File: src/rtl/tmds_decoder_if.sv
// Parallel TMDS lane bundle between the deserializer side and the decoder.
// The master drives the raw 10-bit word; the decoder (slave) returns pixel, control and lock status.
interface tmds_decoder_if;
  logic [9:0]  i_tmds;
  logic [7:0]  o_data;
  logic [1:0]  o_ctrl;
  logic        o_display_enable;
  logic        o_locked;
  logic [3:0]  o_offset;
  logic [15:0] o_err_count;

  modport master (
    output i_tmds,
    input  o_data, o_ctrl, o_display_enable,
    input  o_locked, o_offset, o_err_count
  );

  modport slave (
    input  i_tmds,
    output o_data, o_ctrl, o_display_enable,
    output o_locked, o_offset, o_err_count
  );
endinterface

File: src/rtl/tmds_decoder.sv
// TMDS lane decoder: word alignment by control-token lock, 2-stage decode, blanking.
// Define TMDS_DECODER_ERRCNT_EN to add the re-encode mismatch counter.
module tmds_decoder #(
  parameter int LOCK_COUNT = 16,
  parameter int MAX_GAP    = 8192
) (
  input logic           i_hdmi_clk,
  input logic           i_reset,
  tmds_decoder_if.slave bus
);

  localparam int RW = $clog2(LOCK_COUNT + 1);
  localparam int GW = $clog2(MAX_GAP + 1);

  typedef enum logic {SEARCH, LOCKED} state_t;

  state_t        state, state_nx;
  logic [RW-1:0] run, run_nx;
  logic [GW-1:0] gap, gap_nx;
  logic [3:0]    offset, off_nx;
  logic [9:0]    prev, w, w_q;
  logic          pv, wv, adv;
  logic          tok;
  logic [1:0]    tok_c;
  logic [7:0]    x, d;
  logic [7:0]    data_q;
  logic [1:0]    ctrl_q;
  logic          de_q;

  assign w = 10'({bus.i_tmds, prev} >> offset);

  always_comb begin
    tok   = 1'b1;
    tok_c = 2'b00;
    unique case (1'b1)
      (w_q == 10'h354): tok_c = 2'b00;
      (w_q == 10'h0AB): tok_c = 2'b01;
      (w_q == 10'h154): tok_c = 2'b10;
      (w_q == 10'h2AB): tok_c = 2'b11;
      default:          tok   = 1'b0;
    endcase
  end

  always_comb begin
    x    = w_q[9] ? ~w_q[7:0] : w_q[7:0];
    d    = 8'h00;
    d[0] = x[0];
    for (int i = 1; i < 8; i++)
      d[i] = w_q[8] ? (x[i] ^ x[i-1]) : ~(x[i] ^ x[i-1]);
  end

  // wv drops for one word after an offset step: w_q then holds a stale-offset word
  always_comb begin
    state_nx = state;
    run_nx   = run;
    gap_nx   = gap;
    off_nx   = offset;
    adv      = 1'b0;
    if (wv) begin
      unique case (state)
        SEARCH: begin
          if (tok) begin
            run_nx = run + 1'b1;
            if (run == RW'(LOCK_COUNT - 1)) begin
              state_nx = LOCKED;
              gap_nx   = '0;
            end
          end else begin
            run_nx = '0;
            adv    = 1'b1;
            off_nx = (offset == 4'd9) ? 4'd0 : offset + 4'd1;
          end
        end
        LOCKED: begin
          if (tok) begin
            gap_nx = '0;
          end else begin
            gap_nx = gap + 1'b1;
            if (gap == GW'(MAX_GAP - 1)) begin
              state_nx = SEARCH;
              run_nx   = '0;
            end
          end
        end
        default: state_nx = SEARCH;
      endcase
    end
  end

  always_ff @(posedge i_hdmi_clk) begin
    if (i_reset) begin
      state  <= SEARCH;
      run    <= '0;
      gap    <= '0;
      offset <= '0;
      prev   <= '0;
      w_q    <= '0;
      pv     <= 1'b0;
      wv     <= 1'b0;
      data_q <= '0;
      ctrl_q <= '0;
      de_q   <= 1'b0;
    end else begin
      state  <= state_nx;
      run    <= run_nx;
      gap    <= gap_nx;
      offset <= off_nx;
      prev   <= bus.i_tmds;
      w_q    <= w;
      pv     <= 1'b1;
      wv     <= pv & ~adv;
      if (state != LOCKED) begin
        data_q <= '0;
        ctrl_q <= '0;
        de_q   <= 1'b0;
      end else if (tok) begin
        data_q <= '0;
        ctrl_q <= tok_c;
        de_q   <= 1'b0;
      end else begin
        data_q <= d;
        de_q   <= 1'b1;
      end
    end
  end

  assign bus.o_data           = data_q;
  assign bus.o_ctrl           = ctrl_q;
  assign bus.o_display_enable = de_q;
  assign bus.o_locked         = (state == LOCKED);
  assign bus.o_offset         = offset;

`ifdef TMDS_DECODER_ERRCNT_EN
  logic signed [5:0] bias, bias_nx, diff, qm2;
  logic [3:0]        n1d, n1q;
  logic [7:0]        q;
  logic              xn, q8;
  logic [9:0]        enc;
  logic [15:0]       err;

  always_comb begin
    n1d = 4'd0;
    for (int i = 0; i < 8; i++)
      n1d = n1d + 4'(d[i]);
    xn   = (n1d > 4'd4) || ((n1d == 4'd4) && !d[0]);
    q8   = ~xn;
    q    = 8'h00;
    q[0] = d[0];
    for (int i = 1; i < 8; i++)
      q[i] = xn ? ~(q[i-1] ^ d[i]) : (q[i-1] ^ d[i]);
    n1q = 4'd0;
    for (int i = 0; i < 8; i++)
      n1q = n1q + 4'(q[i]);
    diff = $signed({1'b0, n1q, 1'b0}) - 6'sd8;
    qm2  = q8 ? 6'sd2 : 6'sd0;
    if ((bias == 6'sd0) || (n1q == 4'd4)) begin
      enc     = {~q8, q8, q8 ? q : ~q};
      bias_nx = q8 ? bias + diff : bias - diff;
    end else if ((!bias[5] && (n1q > 4'd4)) || (bias[5] && (n1q < 4'd4))) begin
      enc     = {1'b1, q8, ~q};
      bias_nx = bias + qm2 - diff;
    end else begin
      enc     = {1'b0, q8, q};
      bias_nx = bias - (6'sd2 - qm2) + diff;
    end
  end

  always_ff @(posedge i_hdmi_clk) begin
    if (i_reset) begin
      bias <= '0;
      err  <= '0;
    end else if (wv) begin
      if (tok) begin
        bias <= '0;
      end else if (state == LOCKED) begin
        bias <= bias_nx;
        if ((enc != w_q) && (err != 16'hFFFF))
          err <= err + 16'd1;
      end
    end
  end

  assign bus.o_err_count = err;
`else
  assign bus.o_err_count = 16'h0000;
`endif

endmodule

File: src/flat_wrapper.sv
// flat-port wrapper written by rule: the top's interface ports become plain ports
module tmds_decoder_flat 
#(
  parameter int LOCK_COUNT = 16,
  parameter int MAX_GAP    = 8192
)
  (i_hdmi_clk, i_reset, bus_i_tmds, bus_o_data, bus_o_ctrl, bus_o_display_enable, bus_o_locked, bus_o_offset, bus_o_err_count);
  tmds_decoder_if bus_i ();
  input logic i_hdmi_clk;
  input logic i_reset;
  input wire logic [$bits(bus_i.i_tmds)-1:0] bus_i_tmds;
  output wire logic [$bits(bus_i.o_data)-1:0] bus_o_data;
  output wire logic [$bits(bus_i.o_ctrl)-1:0] bus_o_ctrl;
  output wire logic [$bits(bus_i.o_display_enable)-1:0] bus_o_display_enable;
  output wire logic [$bits(bus_i.o_locked)-1:0] bus_o_locked;
  output wire logic [$bits(bus_i.o_offset)-1:0] bus_o_offset;
  output wire logic [$bits(bus_i.o_err_count)-1:0] bus_o_err_count;
  assign bus_i.i_tmds = bus_i_tmds;
  assign bus_o_data = bus_i.o_data;
  assign bus_o_ctrl = bus_i.o_ctrl;
  assign bus_o_display_enable = bus_i.o_display_enable;
  assign bus_o_locked = bus_i.o_locked;
  assign bus_o_offset = bus_i.o_offset;
  assign bus_o_err_count = bus_i.o_err_count;
  tmds_decoder #(.LOCK_COUNT(LOCK_COUNT), .MAX_GAP(MAX_GAP)) u_core (.i_hdmi_clk(i_hdmi_clk), .i_reset(i_reset), .bus(bus_i));
endmodule
File: config.mk
export PLATFORM = sky130hd
export DESIGN_NAME = tmds_decoder_flat
export DESIGN_NICKNAME = d
export VERILOG_FILES = /design/src/rtl/tmds_decoder_if.sv /design/src/rtl/tmds_decoder.sv /design/src/flat_wrapper.sv
export SDC_FILE = /design/constraint.sdc
export NUM_CORES = 1
export LEC_CHECK = 0
export ABC_AREA = 1
export CORE_MARGIN = 2
export CORE_UTILIZATION = 48
export CTS_CLUSTER_SIZE = 30
export DETAILED_ROUTE_END_ITERATION = 8
export PLACE_DENSITY = 0.73
export SLEW_MARGIN = 20
export SYNTH_ARGS = -nofsm -noshare
export SYNTH_HDL_FRONTEND = slang
export SYNTH_SLANG_ARGS = --single-unit
File: constraint.sdc
create_clock -name i_hdmi_clk -period 1.8 [get_ports i_hdmi_clk]
set_clock_uncertainty 0.1 [all_clocks]
set_input_delay 0.18 -clock i_hdmi_clk [delete_from_list [all_inputs] [get_ports i_hdmi_clk]]
set_output_delay 0.18 -clock i_hdmi_clk [all_outputs]
set_load 0.03 [all_outputs]
==> results of run 1 <==
## through the flow
step / std cells / setup slack [ns] / utilization [%] / total power, mW / area [sq um]
global placement: 631 / 0.0806 / 53.5 / 1.82 / 3840
CTS: 647 / 0.00204 / 56.2 / 3.01 / 4030
floorplan: 528 / 0.148 / - / 1.74 / 3580
global route: 650 / -0.0158 / 57.2 / 3.17 / 4110
finish: 650 / 0.0790 / 57.2 / 3.02 / 4110
detailed placement: 631 / 0.0292 / 53.5 / 1.83 / 3840
## worst max-delay path, stage by stage, from the launching register on
cell and delay, ns:
dfxtp_2 0.33, ha_1 0.19, nand2_1 0.09, nor2_1 0.05, ha_1 0.18, or2_4 0.24
nand3_4 0.11, nand2_4 0.10, buf_4 0.17, o21ai_2 0.09
## worst max path at each step
stage                                       from               to  slack (ns)  depth (start not counted)
after global routing               u_core.run[0]    u_core.gap[9]       -0.02                          9
after floorplan                    u_core.run[0]    u_core.gap[3]        0.15                         10
final                              u_core.run[1]   u_core.gap[10]        0.08                          9
after global placement             u_core.run[1]    u_core.gap[3]        0.08                         10
after CTS                 u_core.bus.o_offset[2]  bus_o_offset[2]       0.002                          1
after detailed placement           u_core.run[1]    u_core.gap[2]        0.03                         10
## power breakdown
part / switching (mW) / internal [mW]
clock network: 0.539 / 0.666
logic: 0.296 / 0.176
registers: 0.0379 / 1.31
## state kept, by name, indices dropped and copies added, names as in the netlist
signal and flops:
u_core.gap 14, u_core.prev 10, u_core.w_q 10, u_core.bus.o_data 8
u_core.run 5, u_core.bus.o_offset 4, u_core.bus.o_ctrl 2, u_core.bus.o_display_enable 1
u_core.bus.o_locked 1, u_core.pv 1, u_core.wv 1
## timing repair
item	4_1_cts	5_1_grt
pin swaps	0	5
hold endpoints to repair	0	0
gates resized for setup	2	11
hold buffers	0	0
setup buffers	0	3
setup endpoints to repair	2	21
## kinds of logic (layout without fill, tap and decap cells)
group / after synthesis / after routing
compound gates: 63 / 63
simple gates: 273 / 273
buf+inv: 96 / 119
other cells: 1 / 16
xor+xnor: 12 / 12
fa+ha+maj: 11 / 11
flops: 57 / 57
## cell type report
class                   instances  area [sq um]  area share, %
inverters                      62           238           5.79
flip-flops and latches         57          1140           27.8
repair buffers                 41           398           9.69
multi-input cells             375          2010           48.9
well taps                      99           124           3.02
clock inverters                 6          57.6           1.40
clock buffers                  10           138           3.35
## cells in the final DEF, fill, tap and decap left out, types with 7 or more instances in the layout
| cell type | count |
|---|---|
| conb_1 | 16 |
| nor2_4 | 8 |
| nor2_1 | 40 |
| o211ai_1 | 8 |
| buf_4 | 13 |
| clkbuf_8 | 10 |
| a21oi_1 | 24 |
| o21ai_0 | 18 |
| ha_1 | 9 |
| clkdlybuf4s50_1 | 23 |
| nand3_1 | 54 |
| nand2_1 | 132 |
| inv_2 | 9 |
| inv_1 | 51 |
| dfxtp_1 | 56 |
| nand2_2 | 7 |
## layer usage
metal	share of wire, %	track usage, %	up-vias
met5	0	0	-
met2	48	32.4	77
met3	4.0	3.66	14
met4	1.5	7.46	0
li1	-	-	1665
met1	47	27.8	1481
==> impl_results.md, run 1 <==
* Outcome: finished clean
* Simple-gate area share of the yosys netlist at 37.2%
* Most instantiated flip-flop cell in the synthesis netlist: dfxtp_1
* Area share of the largest cell type after synthesis at 32.4%
* Hold Path End: u_core.prev[5]
* Total global routing overflow at 0
* Register bit total from synthesis at 57
* Post-Synthesis Cell Area at 0.00352 sq mm
* Count of inserted antenna diode cells at 0
* Routed len/inst at 12.0 um
* GPL Wtd Cong at about 0.95
* Max Transition Viols Final at 0
* Final hold slack at 0.297 ns
* Main combinational cell family by area after synthesis: simple AND/OR/NAND/NOR gates
* Launching element type of the critical path: register
* Share of post-route cells with drive strength above 1 at 15.6%
* Seq/Total Area, Yosys at 32.4%
* Source-to-sink clock delay at the later pin of the worst-skew pair at 0.34 ns
* Synthesis warning total at 0
* I/O pins at 44
* Start-to-end type of the worst setup path: register to register
* Kind of end point of the critical path: register
* Final setup fails at 0
* Clk sink count at 57
* Vias per std cell at roughly 5.0
* Startpoint of the most critical register-to-register path: u_core.run[1]
* Post-synthesis async set-or-reset flop share at 0%
* Final Cycle Share at 95.6%
* Clock-pin slew on the worst setup and hold paths at about 0.070 ns
* Global-route usage over all layers at 20.4%
* Die footprint at between 0.008 and 0.009 sq mm
* Initial Util at 49.1%
* Average instance area after synthesis at a little under 7 sq um
* Routed wire length at 7810 um
* Number of buffers inserted by port buffering at 27
* Worst-case clock buffer depth at 2
* Via count of the first global-routing pass at 2755
* Number of hold violations in the final report at 0
* Clock tree root buffer cell: clkbuf_8
* Floorplan core area at 0.00718 sq mm
* Growth of design area from synthesis to finish at 16.6%
* Compound-Gate Fraction of Synth Area at about a tenth
* Antenna violations before repair at 0
* Detail Route Antenna Nets at 0
* CP max FO at 7
* Depth of the CTS H-tree at 3
* Synth Area in XOR/XNOR at ~3.0%
* Leak at 1.83 nW
* Nets@finish at 569
* Max Clock Freq at 0.581 GHz
* Largest cells by area after synthesis: dfxtp_1 32%, nand2_1 14%, nand3_1 7.7%, inv_1 5.4%, nor2_1 4.4%
* Data arrival time of the worst path at 1.90 ns
* Slack of the worst reg-to-reg path at around 0.079 ns
* Commonest cells in the netlist: 135 x nand2_1, 57 x dfxtp_1, 54 x nand3_1, 51 x inv_1, 41 x nor2_1
* Setup TNS after final layout at 0 ns
* Number of cells on the worst hold path at 3
* Min-delay src: bus_i_tmds[5]
* Height of the chip at 89.7 um
* Number of enable-type register cells in the synthesized netlist at 0
* Number of search-and-repair iterations in the first detailed-routing pass at 4
* Std cell rows at 31
* Logic depth of the worst register-to-register path at 9
* DIE WIDTH at ~90 um
* Initial detailed-routing violation count at 131
* Library cell occupying the most area in the post-synthesis netlist: dfxtp_1
* TritonCTS clock tree: built
* Post-synthesis cell count at 513
* Maximum number of pins on one net before global-route repair at 38
* Global-route wire length before repair at 12800 um
* Worst vdd rail ir drop at around 420 uV
* Multiplexer share of the synthesized area at 0%
* Total CTS buffers at 9
* DRC violations left at 0
* Total number of vias at 3237
* Class of the tightest hold or removal check: primary input to register
* Dpl hpwl at between 5000 and 6000 um
* Power density over cell area at between 700 and 800 mW/mm^2
* Fin crit period at 1.72 ns
* Data required time of the worst path at 1.98 ns
* Number of max-cap violations at 0
* Final-layout fill cell count at 713
* Setup repair after global routing missed its margin: yes
* Most frequently used cell type in the post-synthesis netlist: nand2_1
* Post-synthesis adder-cell area fraction at under 10%
* Post-synth cell types at 39
* Endpoint of the most critical register-to-register path: u_core.gap[10]
(Power assumes the default switching activity.)
==> inputs of run 2 (changes only) <==
--- a/config.mk
+++ b/config.mk
@@ -6,6 +6,7 @@
 export NUM_CORES = 1
 export LEC_CHECK = 0
 export ABC_AREA = 1
+export CAP_MARGIN = 20
 export CORE_MARGIN = 2
 export CORE_UTILIZATION = 48
 export CTS_CLUSTER_SIZE = 30
==> results of run 2 <==
The final DEF is identical to that of run 1; final timing and power are the same.
==> inputs of run 3 (changes only) <==
--- a/config.mk
+++ b/config.mk
@@ -11,6 +11,7 @@
 export CORE_UTILIZATION = 48
 export CTS_CLUSTER_SIZE = 30
 export DETAILED_ROUTE_END_ITERATION = 8
+export GPL_TIMING_DRIVEN = 0
 export PLACE_DENSITY = 0.73
 export SLEW_MARGIN = 20
 export SYNTH_ARGS = -nofsm -noshare
==> run 3 against run 2 <==
Sequential share of layout area shrank 0.71 points. Wire length is 5.1% higher. Critical path type unchanged. Register-to-register slack hardly changed. First-iteration DRC count is 22% higher. Sequential power barely moved. Final cell count is 3.4% higher. Flip-flop and latch count unchanged.
==> impl_results.md, run 3 (synthesis results as in run 1) <==
* Start-to-end type of the worst setup path: register to register
* Number of search-and-repair iterations in the first detailed-routing pass at 4 (unchanged)
* Kind of end point of the critical path: register
* Initial detailed-routing violation count at 160 (+22%)
* Global-route wire length before repair at 13500 um (+5.6%)
* Launching element type of the critical path: register
* Flip-flop count of the largest register, all copies and words added at 14 (unchanged)
* Depth of the CTS H-tree at 3 (unchanged)
* Vias per std cell at 4.88 (-1.9%)
* Number of max-cap violations at 0 (unchanged)
* Data required time of the worst path at 1.98 ns (about the same)
* Via count of the first global-routing pass at 2961 (+7.5%)
* Nets@finish at 592 (+4.0%)
* Source-to-sink clock delay at the later pin of the worst-skew pair at 0.34 ns (about the same)
* Growth of design area from synthesis to finish at 20.5%
* Total global routing overflow at 0 (unchanged)
* DRC violations left at 0 (unchanged)
* Commonest non-fill, non-tap cell in the layout: nand2_1
* Final Cycle Share at 95.5% (-0.16 points)
* Max Transition Viols Final at 0 (unchanged)
* Filler-free cell count of the finished design at 672 (+3.4%)
* Data arrival time of the worst path at 1.90 ns (about the same)
* Clk sink count at 57 (unchanged)
* Worst setup slack after layout at 0.0819 ns (+0.00285 ns)
* CP max FO at 7 (unchanged)
* Routed len/inst at 12.2 um (+1.7%)
* Initial Util at 49.1% (unchanged)
* Count of inserted antenna diode cells at 0 (unchanged)
* Worst-case clock buffer depth at 2 (unchanged)
* Setup repair after global routing missed its margin: yes
* GPL Wtd Cong at 0.955 (+0.32%)
* Final setup fails at 0 (unchanged)
* Max Clock Freq at 0.582 GHz (+0.17%)
* Inst Count DP at 653 (+3.5%)
* Clock-pin slew on the worst setup and hold paths at 0.07 ns (about the same)
* Worst vdd rail ir drop at 404 uV (-4.7%)
* TritonCTS clock tree: built
* Power density over cell area at 703 mW/mm^2 (-4.5%)
* Top Registers: u_core.gap: 14 flops, u_core.prev: 10 flops, u_core.w_q: 10 flops
* Floorplan core area at 0.00718 sq mm (unchanged)
* Dpl hpwl at 6170 um (+6.7%)
* Number of hold violations in the final report at 0 (unchanged)
* Final-layout fill cell count at 704 (-1.3%)
* Fin crit period at 1.72 ns (-0.00285 ns)
* Number of buffers inserted by port buffering at 26 (-3.7%)
* Routed wire length at 8210 um (+5.1%)
* Leak at 1.88 nW (+2.8%)
* Most frequent cells in the layout: 131 x nand2_1, 54 x nand3_1, 52 x dfxtp_1
* Detail Route Antenna Nets at 0 (unchanged)
* Std cell rows at 31 (unchanged)
* Antenna violations before repair at 0 (unchanged)
* Total CTS buffers at 9 (unchanged)
* Maximum number of pins on one net before global-route repair at 11 (-71%)
* Global-route usage over all layers at 21.4% (+1.0 points)
* Worst slack after detailed placement at -0.0587 ns (-0.0880 ns)
* Total number of vias at 3282 (+1.4%)
* I/O pins at 44 (unchanged)
* Class of the tightest hold or removal check: primary input to register
* Setup TNS after final layout at 0 ns (unchanged)
* Height of the chip at 89.7 um (unchanged)
* Clock tree root buffer cell: clkbuf_8
* Outcome: finished clean
* Register with the highest flop count: u_core.gap
* Die footprint at 0.00804 sq mm (unchanged)
* Hold_buf cts at 0 (unchanged)
* Share of post-route cells with drive strength above 1 at 18.8% (+3.2 points)
* DIE WIDTH at 89.7 um (unchanged)
[run 3: cell count changes in the layout (fill, tap and decap cells not counted), sizes merged]
cell	previous run	this run
buf	15	30
clkbuf	10	21
clkinv	5	1
bufinv	1	0
clkdlybuf4s50	23	24
clkinvlp	1	2
dlymetal6s2s	1	0
[run 3: area by class of cell]
| class | instances | area, sq um | share of cell area, % |
|---|---|---|---|
| clock inverter | 2 | 12.5 | 0.295 |
| sequential | 57 | 1150 | 27.1 |
| clock buffer | 13 | 169 | 3.98 |
| buffer | 34 | 224 | 5.28 |
| inverter | 62 | 244 | 5.75 |
| tap | 99 | 124 | 2.92 |
| timing repair buffer | 30 | 288 | 6.78 |
| multi-input combinational | 375 | 2030 | 47.9 |
[run 3: worst max-delay path, cell delays in order (launching register included)]
cell and delay (ns):
dfxtp_4 0.35, ha_2 0.19, nand2_2 0.07, nor2_1 0.04
ha_2 0.17, or2_4 0.25, nand3_4 0.16, nand2_8 0.09
buf_4 0.15, o21ai_2 0.09
[run 3: what timing repair did]
action                     in CTS  in global routing
buffers inserted                0                  4
pin swaps                       1                  6
setup endpoints to repair       9                 20
gates resized for setup         6                 20
[run 3: stage by stage]
| stage | power, mW | hold slack, ns | utilization, % | instance area (sq um) |
|---|---|---|---|---|
| after floorplan | 1.74 | 0.187 | - | 3580 |
| after global placement | 1.86 | 0.306 | 55.2 | 3960 |
| after detailed placement | 1.87 | 0.310 | 55.2 | 3960 |
| after CTS | 2.98 | 0.0869 | 58.0 | 4160 |
| after global routing | 3.12 | 0.103 | 59.1 | 4240 |
| final | 2.98 | 0.0868 | 59.1 | 4240 |
[run 3: final timing paths]
| kind | start | depth (start not counted) | end | slack [ns] |
|---|---|---|---|---|
| worst max-delay path | u_core.run[0] | 9 | u_core.gap[11] | 0.08 |
| worst min-delay path | i_reset | 2 | u_core.run[4] | 0.09 |
| worst max register to register | u_core.run[0] | 9 | u_core.gap[11] | 0.08 |
| worst min register to register | u_core.pv | 2 | u_core.wv | 0.32 |
[run 3: metal layers]
metal	GRT usage (%)	up-vias	wire, um
li1	-	1707	-
met4	7.73	0	106
met3	3.02	12	246
met5	0	-	0
met1	29.5	1503	4040
met2	34.2	60	3820
[run 3: report_power, final]
part	internal, mW	switching (mW)	leakage (nW)
logic	0.201	0.315	1.32
registers	1.31	0.0334	0.468
clock network	0.603	0.523	0.0915
total	2.11	0.871	1.88
